[config.mk]
export PLATFORM = sky130hd
export DESIGN_NAME = fetch_unit_flat
export DESIGN_NICKNAME = d
export VERILOG_FILES = /design/src/rtl/fetch_if.sv /design/src/rtl/fetch_unit.sv /design/src/flat_wrapper.sv
export SDC_FILE = /design/constraint.sdc
export NUM_CORES = 1
export LEC_CHECK = 0
export CAP_MARGIN = 20
export CORE_MARGIN = 2
export CORE_UTILIZATION = 45
export CTS_CLUSTER_SIZE = 30
export DETAILED_ROUTE_END_ITERATION = 8
export DONT_BUFFER_PORTS = 1
export HOLD_SLACK_MARGIN = 0.05
export PLACE_DENSITY = 0.65
export SLEW_MARGIN = 5
export SYNTH_ARGS = -nofsm -noshare
export SYNTH_HDL_FRONTEND = slang
export SYNTH_SLANG_ARGS = --single-unit
[constraint.sdc]
create_clock -name clk -period 16 [get_ports clk]
set_input_delay 2.4 -clock clk [delete_from_list [all_inputs] [get_ports clk]]
set_output_delay 2.4 -clock clk [all_outputs]
set_load 0.02 [all_outputs]
[src/rtl/fetch_if.sv]
// Instruction-fetch bundle: bus request/response toward memory, instruction
// handshake toward decode, and the redirect input from the branch unit.
interface fetch_if;
    logic        ireq_valid;
    logic [63:0] ireq_addr;
    logic        iresp_ok;
    logic [31:0] iresp_data;
    logic        instr_valid;
    logic [31:0] instr;
    logic [63:0] pc;
    logic        instr_ready;
    logic        redirect_valid;
    logic [63:0] redirect_pc;

    modport master (
        output ireq_valid, ireq_addr,
        input  iresp_ok, iresp_data,
        output instr_valid, instr, pc,
        input  instr_ready,
        input  redirect_valid, redirect_pc
    );

    modport slave (
        input  ireq_valid, ireq_addr,
        output iresp_ok, iresp_data,
        input  instr_valid, instr, pc,
        output instr_ready,
        output redirect_valid, redirect_pc
    );
endinterface

[src/rtl/fetch_unit.sv]
// Instruction fetch stage: sequential word requests, a DEPTH-entry instruction
// FIFO toward decode, and redirect handling that drops in-flight responses.
module fetch_unit #(
    parameter logic [63:0] RESET_PC = 64'h0000_0000_8000_0000,
    parameter int          DEPTH    = 2
) (
    input  logic   clk,
    input  logic   reset,
    fetch_if.master bus
);
    localparam int PTR_W = $clog2(DEPTH);
    localparam int CNT_W = $clog2(DEPTH) + 1;

    typedef enum logic [1:0] {S_IDLE, S_REQ, S_KILL, S_STALL} state_t;

    state_t           state;
    logic [63:0]      pc_reg;
    logic [63:0]      kill_addr;
    logic [63:0]      addr_hold;
    logic [CNT_W-1:0] count;
    logic [CNT_W-1:0] count_next;
    logic [PTR_W-1:0] head;
    logic [PTR_W-1:0] tail;
    logic [31:0]      mem_instr [DEPTH];
    logic [63:0]      mem_pc    [DEPTH];

    logic        redirect;
    logic [63:0] redir_pc;
    logic        push;
    logic        pop;
    logic [63:0] ireq_addr_c;

    assign redirect = bus.redirect_valid;
    assign redir_pc = bus.redirect_pc & ~64'h3;
    assign push     = (state == S_REQ) && !redirect && bus.iresp_ok;
    assign pop      = (count != '0) && bus.instr_ready && !redirect;

    always_comb begin
        count_next = count;
        if (push && !pop)
            count_next = count + CNT_W'(1);
        else if (pop && !push)
            count_next = count - CNT_W'(1);
    end

    // The address must stay put while a request is outstanding, so outside
    // S_REQ/S_KILL it simply repeats whatever was last presented.
    always_comb begin
        ireq_addr_c = addr_hold;
        case (state)
            S_REQ:   ireq_addr_c = pc_reg;
            S_KILL:  ireq_addr_c = kill_addr;
            default: ireq_addr_c = addr_hold;
        endcase
    end

    assign bus.ireq_valid  = (state == S_REQ) || (state == S_KILL);
    assign bus.ireq_addr   = ireq_addr_c;
    assign bus.instr_valid = (count != '0);
    // Gate the head with valid so stale or uninitialised entries never escape.
    assign bus.instr       = bus.instr_valid ? mem_instr[head] : 32'h0;
    assign bus.pc          = bus.instr_valid ? mem_pc[head]    : 64'h0;

    // FIFO storage: data only, no reset
    always_ff @(posedge clk) begin
        if (push) begin
            mem_instr[tail] <= bus.iresp_data;
            mem_pc[tail]    <= pc_reg;
        end
    end

    // Control: fetch FSM, pointers and fetch PC
    always_ff @(posedge clk or negedge reset) begin
        if (!reset) begin
            state     <= S_IDLE;
            pc_reg    <= RESET_PC;
            kill_addr <= 64'h0;
            addr_hold <= 64'h0;
            count     <= '0;
            head      <= '0;
            tail      <= '0;
        end else begin
            addr_hold <= ireq_addr_c;

            if (redirect) begin
                count  <= '0;
                head   <= '0;
                tail   <= '0;
                pc_reg <= redir_pc;
            end else begin
                count <= count_next;
                if (pop)
                    head <= head + PTR_W'(1);
                if (push) begin
                    tail   <= tail + PTR_W'(1);
                    pc_reg <= pc_reg + 64'd4;
                end
            end

            case (state)
                S_IDLE: state <= S_REQ;
                S_REQ: begin
                    if (redirect) begin
                        // No bus cancel: the old request must still complete.
                        if (!bus.iresp_ok) begin
                            kill_addr <= pc_reg;
                            state     <= S_KILL;
                        end
                    end else if (bus.iresp_ok) begin
                        state <= (count_next == CNT_W'(DEPTH)) ? S_STALL : S_REQ;
                    end
                end
                S_KILL: begin
                    if (bus.iresp_ok)
                        state <= S_REQ;
                end
                S_STALL: begin
                    if (redirect || pop)
                        state <= S_REQ;
                end
                default: state <= S_IDLE;
            endcase
        end
    end
endmodule

[src/flat_wrapper.sv]
// flat-port wrapper written by rule: the top's interface ports become plain ports
module fetch_unit_flat 
#(
    parameter logic [63:0] RESET_PC = 64'h0000_0000_8000_0000,
    parameter int          DEPTH    = 2
)
  (clk, reset, bus_ireq_valid, bus_ireq_addr, bus_iresp_ok, bus_iresp_data, bus_instr_valid, bus_instr, bus_pc, bus_instr_ready, bus_redirect_valid, bus_redirect_pc);
  fetch_if bus_i ();
  input  logic clk;
  input  logic reset;
  output wire logic [$bits(bus_i.ireq_valid)-1:0] bus_ireq_valid;
  output wire logic [$bits(bus_i.ireq_addr)-1:0] bus_ireq_addr;
  input wire logic [$bits(bus_i.iresp_ok)-1:0] bus_iresp_ok;
  input wire logic [$bits(bus_i.iresp_data)-1:0] bus_iresp_data;
  output wire logic [$bits(bus_i.instr_valid)-1:0] bus_instr_valid;
  output wire logic [$bits(bus_i.instr)-1:0] bus_instr;
  output wire logic [$bits(bus_i.pc)-1:0] bus_pc;
  input wire logic [$bits(bus_i.instr_ready)-1:0] bus_instr_ready;
  input wire logic [$bits(bus_i.redirect_valid)-1:0] bus_redirect_valid;
  input wire logic [$bits(bus_i.redirect_pc)-1:0] bus_redirect_pc;
  assign bus_ireq_valid = bus_i.ireq_valid;
  assign bus_ireq_addr = bus_i.ireq_addr;
  assign bus_i.iresp_ok = bus_iresp_ok;
  assign bus_i.iresp_data = bus_iresp_data;
  assign bus_instr_valid = bus_i.instr_valid;
  assign bus_instr = bus_i.instr;
  assign bus_pc = bus_i.pc;
  assign bus_i.instr_ready = bus_instr_ready;
  assign bus_i.redirect_valid = bus_redirect_valid;
  assign bus_i.redirect_pc = bus_redirect_pc;
  fetch_unit #(.RESET_PC(RESET_PC), .DEPTH(DEPTH)) u_core (.clk(clk), .reset(reset), .bus(bus_i));
endmodule
# --- Word-level counts from Yosys, hierarchy flattened ---
# Memories as Yosys holds them, arrays and structs flattened.
# Index checks and enable logic that the tools add are counted.
totals:
  memories: 2
  mem_bits_rw: 192
  in_bits: 101
  word_cells: 61
  reg_bits: 198
op_classes:
  eq_ne: 8
  reduce_logical: 17
  bitwise_logic: 1
  n_addsub: 5
  mux: 21
memory_table:
  columns: ["memory", "depth", "width", "read_ports", "rd_ports_with_merged_regs", "wr", "line_no", "source"]
  rows:
  - ["u_core.mem_pc", 2, 64, 1, 0, 1, "fetch_unit.sv:25", "logic [63:0] mem_pc [DEPTH];"]
  - ["u_core.mem_instr", 2, 32, 1, 0, 1, "fetch_unit.sv:24", "logic [31:0] mem_instr [DEPTH];"]
op_table:
  columns: ["cell", "count"]
  rows:
  - ["$mux 64", 3]
  - ["$pmux 64 s2", 1]
  - ["$add 64x3->64 const B", 1]
  - ["$mux 32", 1]
  - ["$mux 2", 9]
  - ["$pmux 2 s4", 1]
  - ["$eq 2x2->1 const B", 3]
  - ["$logic_and 1x1->1", 6]
  - ["$mux 1", 6]
  - ["$ne 3x3->1 const B", 2]
  - ["$reduce_bool 2->1", 3]
  - ["$reduce_and 4->1", 1]
  - ["$logic_not 1->1", 3]
  - ["$reduce_and 3->1", 1]
  - ["$add 1x1->1 const B", 2]
  - ["$add 2x1->2 const B", 1]
  - ["$eq 2x1->1 const B", 1]
  - ["$logic_not 2->1", 1]
  - ["$logic_or 1x1->1", 2]
  - ["$ne 2x1->1 const B", 1]
  - ["$ne 2x2->1 const B", 1]
  - ["$sub 2x1->2 const B", 1]
  - ["$not 1->1", 1]

# --- Logic depth before layout (Yosys ltp) ---
# Gate-level depths: netlist of run 1.
logic_depth:
  depth_word: 12
  ltp_mapped: 9
  ltp_nobuf: 7

# --- Worst setup path after synthesis of run 1 ---
# OpenSTA, ideal clock, no wires.
synth_path:
  path_kind: "input to register"
  start: "in bus_iresp_ok"
  end: "mem u_core.mem_instr[0][0], enable pin"
  n_path_buf: 1
  setup_slack_ns: 8.819
  arrival_time_ns: 6.633
  setup_ns: 0.548
  cell_stages: 3
  path_cell_list: "buf_2 -> nand3b_2 -> nor2_1"
synth_between:
  elab_chain_len: 3
synth_rtl:
  columns: ["item", "line_no", "source"]
  rows:
  - ["from (decl)", "flat_wrapper.sv:13", "input wire logic [$bits(bus_i.iresp_ok)-1:0] bus_iresp_ok;"]
  - ["$logic_and 1x1->1", "fetch_unit.sv:35", "assign push = (state == S_REQ) && !redirect && bus.iresp_ok;"]
  - ["$mux 1", "fetch_unit.sv:66", "if (push) begin"]
  - ["$mux 1 (not written as such)", "fetch_unit.sv:67", "mem_instr[tail] <= bus.iresp_data;"]
  - ["to (decl)", "fetch_unit.sv:24", null]
# Every way passes these cells.

# --- Worst setup path in the final report of run 1 ---
layout_path:
  start: "reg u_core.head"
  end: "out bus_pc[45]"
layout_between:
  elab_chain_len: 2
layout_rtl:
  columns: ["item", "line_no", "source"]
  rows:
  - ["from (decl)", "fetch_unit.sv:22", "logic [PTR_W-1:0] head;"]
  - ["from (signal assigned)", "fetch_unit.sv:93", "head <= head + PTR_W'(1);"]
  - ["$mem_v2 2x64", null, null]
  - ["$mux 64", "fetch_unit.sv:62", "assign bus.pc = bus.instr_valid ? mem_pc[head] : 64'h0;"]
  - ["to (decl)", "flat_wrapper.sv:17", "output wire logic [$bits(bus_i.pc)-1:0] bus_pc;"]
# Every way passes these cells.

==> results of run 1 <==
==> area by class of cell <==
cell class,instances,area share [%]
flip-flops and latches,382,58.1
multi-input cells,839,30.3
clock buffers,63,6.64
well taps,461,3.19
clock inverters,13,0.686
repair buffers,9,0.464
inverters,21,0.436
diodes,10,0.138
==> layer usage <==
layer,up-vias,part of all wire (%),track usage [%]
met3,74,9.1,6.49
met2,406,43,31.4
met5,-,0,0
met4,0,2.9,8.63
li1,4813,-,-
met1,5245,45,31.6
==> where the power goes <==
part	total (mW)	internal, mW	switching, mW
combinational	1.05	0.282	0.763
clock	0.923	0.538	0.385
sequential	1.39	1.25	0.135
==> critical path, delay by kind of cell, from the launching register on <==
family                 cells  cell delay, ns
buffers and inverters      1            0.90
flip-flops                 1            0.90
multiplexers               1            0.30
AND/OR/NAND/NOR            1            0.40
==> through the flow <==
stage	area [sq um]	hold WS (ns)	utilization, %	worst slack, ns	cells
2_1_floorplan	16400	0.437	-	8.82	1333
3_3_place_gp	16700	0.466	46.8	11.00	1709
3_5_place_dp	16700	0.474	46.8	11.00	1709
4_1_cts	18000	0.488	50.5	10.42	1785
5_1_grt	18100	0.517	50.7	10.34	1795
6_report	18100	0.484	50.7	10.46	1798
==> cell families after synthesis <==
family / share of synthesized area [%]
flip-flops: 64.2
AND/OR/NAND/NOR: 12.4
buffers and inverters: 2.72
XOR/XNOR: 1.66
multiplexers: 10.1
adder cells (fa/ha/maj): 0.382
other: 0.0229
AO/OA/AOI/OAI: 8.64
==> path summary, 6_finish.rpt <==
kind,start,to,slack [ns],cells past startpoint
setup / recovery,u_core.head$_DFFE_PN0P_,bus_pc[45],10.46,3
hold / removal,u_core.kill_addr[28]$_DFFE_PN0P_,u_core.kill_addr[28]$_DFFE_PN0P_,0.48,2
setup reg to reg,u_core.state[1]$_DFFE_PN0P_,u_core.mem_instr[0][1]$_DFFE_PP_,12.30,5
hold reg to reg,u_core.kill_addr[28]$_DFFE_PN0P_,u_core.kill_addr[28]$_DFFE_PN0P_,0.48,2
max in group asynchronous,reset,u_core.kill_addr[53]$_DFFE_PN0P_,14.23,0
min in group asynchronous,reset,u_core.addr_hold[17]$_DFF_PN0_,1.55,0
==> cells in the final DEF (no fill, tap or decap), types with 4 or more instances in the layout <==
| cell | instances |
|---|---|
| a22oi_1 | 66 |
| xor2_1 | 17 |
| nand2_1 | 127 |
| and2_1 | 5 |
| xnor2_1 | 14 |
| mux2i_1 | 97 |
| clkinv_2 | 7 |
| nor2b_1 | 5 |
| o21ai_0 | 111 |
| edfxtp_1 | 188 |
| buf_4 | 6 |
| nand4b_1 | 4 |
| nand4_1 | 33 |
| o31ai_1 | 4 |
| or4_1 | 6 |
| clkbuf_16 | 42 |
| mux2_2 | 60 |
| dfrtp_1 | 192 |
| inv_1 | 20 |
| diode_2 | 10 |
| nor3_1 | 15 |
| clkbuf_1 | 15 |
| o211ai_1 | 6 |
| or3_1 | 13 |
| nand3_1 | 28 |
| and3_1 | 6 |
| clkbuf_8 | 7 |
| nor2_1 | 136 |
| nor4_1 | 13 |
| and4_1 | 6 |
| a31oi_1 | 19 |
==> run summary, run 1 <==
fin crit share: 34.6%
Placeable Area: 35,700 sq um
PortBufs: 0
Row Count: 69
P_leak: 6.47 nW
worst stage delay on the critical path: 0.90 ns
Yosys reg bits: 382
WP data arrival: 3.14 ns
startpoint types: flip-flop
Cell Chain, Critical Path: buf_4, mux2i_1, nor2_1
Pre-antenna DRT Iters: 6
max reg flops: 124
top-count cell post-synth: dfrtp_1
CTS HTree Levels: 2
Layout area overhead: 10.4%
proportion of layout cells with a drive suffix above 1: 11.4%
CTS Hold Bufs: 0
area of the multi-input gates: 5480 sq um
crit path kind: flip-flop to output pin
Initial Utilization: 45.9%
Synth cell types: 60
post-synth top area cell: edfxtp_1
clock slew at reported path FFs: 0.06 ns
Post-synth EDFFs: 188
Sequential cell area: 10,500 sq um
Seq/Total Area, Yosys: 64.2%
# DRC: 0
chip width: 195 um
total CTS buffers: 41
Routed Wire Length: 42,100 um
Slew headroom: 25.8%
Cells after Synth: 1,332
post-route setup TNS: 0 ns
Hold Fails Final Rpt: 0
DRT iter0 DRCs: 1,012
# nets final: 1,400
die height: 195 um
worst skew pair latency: 0.55 ns
post-cts sizing count: 0
Post CTS Setup Buffer Count: 0
status: finished, final reports clean
FFs w/ async S/R, synth: 50.8%
peak supply drop: 112 uV
largest net degree at the start of global routing: 195
wire length per cell: 23.4 um
dpl hpwl: 27,500 um
Die ar.: 37,900 sq um
# setup viols final: 0
DR vias: 10.5k
Critical Path Fanout Max: 58
top cells by area, synth: edfxtp_1, dfrtp_1, mux2i_1
Clock Path Buffers: 3
ys flop type: dfrtp_1
Avg Inst Size Synth: 12.3 sq um
Synth top cells by count: dfrtp_1, edfxtp_1, nor2_1, nand2_1, o21ai_0
share of the synthesized area in the top cell type: 34.5%
Ys Warns: 0
Worst setup EP type: output pin
Pins Over Slew Limit: 0
DR vias/cell: 5.86
vias in the first global route: 10.3k
# Max-Cap Violations: 0
Post-Syn Area: 16,400 sq um
initial antenna violation count: 8
WP data required: 13.60 ns
ANT nets after route: 0
fillcell total: 3,109
CTS Root Cell: clkbuf_16
largest register by flop count: u_core.mem_pc
crit path time final: 5.54 ns
first-pass GRT wire length: 63,500 um
Power Density: 186 nW/um^2
slowest CP cell: dfrtp_4
worst min-delay path class: flip-flop to flip-flop
biggest regs: u_core.mem_pc x124, u_core.addr_hold x64, u_core.mem_instr x64
CTS tree: yes
fmax: 181 MHz
GR Util All Layers: 22.0%
RSZ-0062 raised after global routing: no
worst slew pin tran: 1.10 ns
Power Total: 3.36 mW
clk_skew: 0.0209 ns
clock sinks: 382
gpl congestion: 0.910
total congestion overflow: 0
Ports: 263
Power figures use the tool's default switching activity.
==> run 2, diff against run 1 <==
- clock period: 16 -> 5.5 ns (I/O delays scaled with it)
==> run summary, run 2 (same netlist as run 1, synthesis figures left out) <==
fmax: 270 MHz
RSZ-0062 raised after global routing: no
proportion of layout cells with a drive suffix above 1: 12.1% (+0.73 points)
CTS HTree Levels: 2 (unchanged)
Die ar.: 37,900 sq um (unchanged)
Post CTS Setup Buffer Count: 0 (unchanged)
commonest non-fill, non-tap cell in the layout: dfrtp_1
# setup viols final: 0 (unchanged)
initial antenna violation count: 4 (-4)
pre-CTS setup slack: 2.09 ns (-8.91 ns)
DR vias: 10.5k (-0.085%)
worst stage delay on the critical path: 0.82 ns (-0.08 ns)
Layout area overhead: 11.1%
Ports: 263 (unchanged)
Sw Pwr: 3.75 mW (+190%)
Hold Fails Final Rpt: 0 (unchanged)
Slew headroom: 32.8% (+6.9 points)
crit path kind: flip-flop to output pin
worst min-delay path class: input pin to async pin
P_leak: 6.54 nW (+1.0%)
# Max-Cap Violations: 0 (unchanged)
CTS Root Cell: clkbuf_16
Int Power: 6.15 mW (+200%)
clock sinks: 382 (unchanged)
Critical Path Fanout Max: 69 (+19%)
Power Density: 545 nW/um^2 (+190%)
Post-Layout Inst Area: 18,200 sq um (+0.61%)
WP data arrival: 2.88 ns (-0.26 ns)
largest net degree at the start of global routing: 194 (-0.51%)
Cell Chain, Critical Path: inv_1, ha_4, a22oi_1, o21ai_0
# nets final: 1,403 (+0.21%)
Initial Utilization: 45.9% (unchanged)
setup ws final: 1.80 ns (-8.67 ns)
CP delay by family, top: compound AO/OA/AOI/OAI gates
Worst Path Buf+Inv: 1 (unchanged)
gpl congestion: 0.907 (-0.26%)
PortBufs: 0 (unchanged)
total congestion overflow: 0 (unchanged)
dpl hpwl: 27,600 um (+0.48%)
wire length per cell: 23.5 um (+0.40%)
switching part of the total: 37.9% (-0.33 points)
DRT iter0 DRCs: 977 (-3.5%)
fillcell total: 3,118 (+0.29%)
largest register by flop count: u_core.mem_pc
worst slew pin tran: 0.998 ns (-0.103 ns)
worst skew pair latency: 0.56 ns (about the same)
Routed Wire Length: 42,200 um (+0.24%)
DR vias/cell: 5.87 (about the same)
WP data required: 4.68 ns (-8.92 ns)
Clock Path Buffers: 3 (unchanged)
most frequent cells in the layout: dfrtp_1, edfxtp_1, nor2_1
DP Area: 16,700 sq um (+0.21%)
chip width: 195 um (unchanged)
first-pass GRT wire length: 63,400 um (-0.19%)
Pins Over Slew Limit: 0 (unchanged)
Seq pwr share: 40.9% (-0.5 points)
slowest CP cell: o21ai_0
clk_skew: 0.0242 ns (+0.00334 ns)
Clock Power Share: 28.2% (+0.7 points)
die height: 195 um (unchanged)
ANT nets after route: 0 (unchanged)
status: finished, final reports clean
Comb pwr share: 30.9% (-0.2 points)
Placeable Area: 35,700 sq um (unchanged)
GR Util All Layers: 22.0% (about the same)
vias in the first global route: 10.3k (+0.30%)
fin crit share: 67.4%
total CTS buffers: 41 (unchanged)
peak supply drop: 362 uV (+220%)
Row Count: 69 (unchanged)
post-route setup TNS: 0 ns (unchanged)
crit path time final: 3.70 ns
clock slew at reported path FFs: 0.06 ns (about the same)
max reg flops: 124 (unchanged)
# DRC: 0 (unchanged)
startpoint types: flip-flop
biggest regs: u_core.mem_pc x124, u_core.addr_hold x64, u_core.mem_instr x64
Worst setup EP type: output pin
Pre-antenna DRT Iters: 5 (-1)
CTS tree: yes
Min Hold Slack: 0.125 ns (-0.358 ns)
-- run 2: timing repair --
item	4_1_cts	5_1_grt
resized for setup	0	0
hold endpoints to repair	193	0
hold buffers	1	0
-- run 2: final timing paths --
path,to,cells after the start,slack (ns),from
min in group clk,u_core.mem_instr[1][7]$_DFFE_PP_,0,0.36,bus_iresp_data[7]
worst min-delay path,u_core.pc_reg[31]$_DFFE_PN1N_,0,0.13,reset
worst min register to register,u_core.kill_addr[60]$_DFFE_PN0P_,2,0.48,u_core.kill_addr[60]$_DFFE_PN0P_
worst max register to register,u_core.pc_reg[63]$_DFFE_PN0N_,7,2.13,u_core.state[1]$_DFFE_PN0P_
max in group asynchronous,u_core.head$_DFFE_PN0P_,1,4.37,reset
worst max-delay path,bus_ireq_addr[39],4,1.80,u_core.state[1]$_DFFE_PN0P_
-- run 2: per-stage QoR --
step                std cells  power, mW  utilization (%)
floorplan                1333       6.43                -
global placement         1712       7.04             46.9
detailed placement       1712       7.12             46.9
CTS                      1789       9.95             50.8
global route             1795       10.4             51.0
finish                   1795       9.90             51.0
-- run 2: area by class of cell --
cell class | instances | area (sq um) | share of cell area [%]
Timing Repair Buffer | 12 | 163 | 0.895
Clock buffer | 55 | 1150 | 6.33
Tap cell | 461 | 577 | 3.17
Clock inverter | 21 | 219 | 1.20
Inverter | 21 | 78.8 | 0.434
Multi-Input combinational cell | 839 | 5480 | 30.1
Antenna cell | 4 | 10.0 | 0.0551
Sequential cell | 382 | 10500 | 57.8
-- run 2: worst register-to-register path, cell delays in order, from the launching register on --
cell and delay (ns):
dfrtp_1 0.42, inv_1 0.12, ha_4 0.74, nand3b_2 0.29
nor4_2 0.44, nand4_1 0.48, or4_1 0.66, a31oi_1 0.17
-- run 2: metal layers --
layer	wire length [um]	up-vias	GRT usage (%)
met5	0	-	0
met4	1220	0	7.55
met3	3420	68	5.41
met2	18400	409	32.1
met1	19200	5236	32.1
li1	-	4816	-
-- run 2: power by group through the flow --
stage | Clock (mW) | Sequential (mW) | Combinational [mW]
floorplan | 0 | 3.91 | 2.52
detailed placement | 0 | 4.10 | 3.02
global placement | 0 | 4.07 | 2.97
global route | 2.95 | 4.12 | 3.33
finish | 2.79 | 4.05 | 3.06
CTS | 2.84 | 4.05 | 3.06
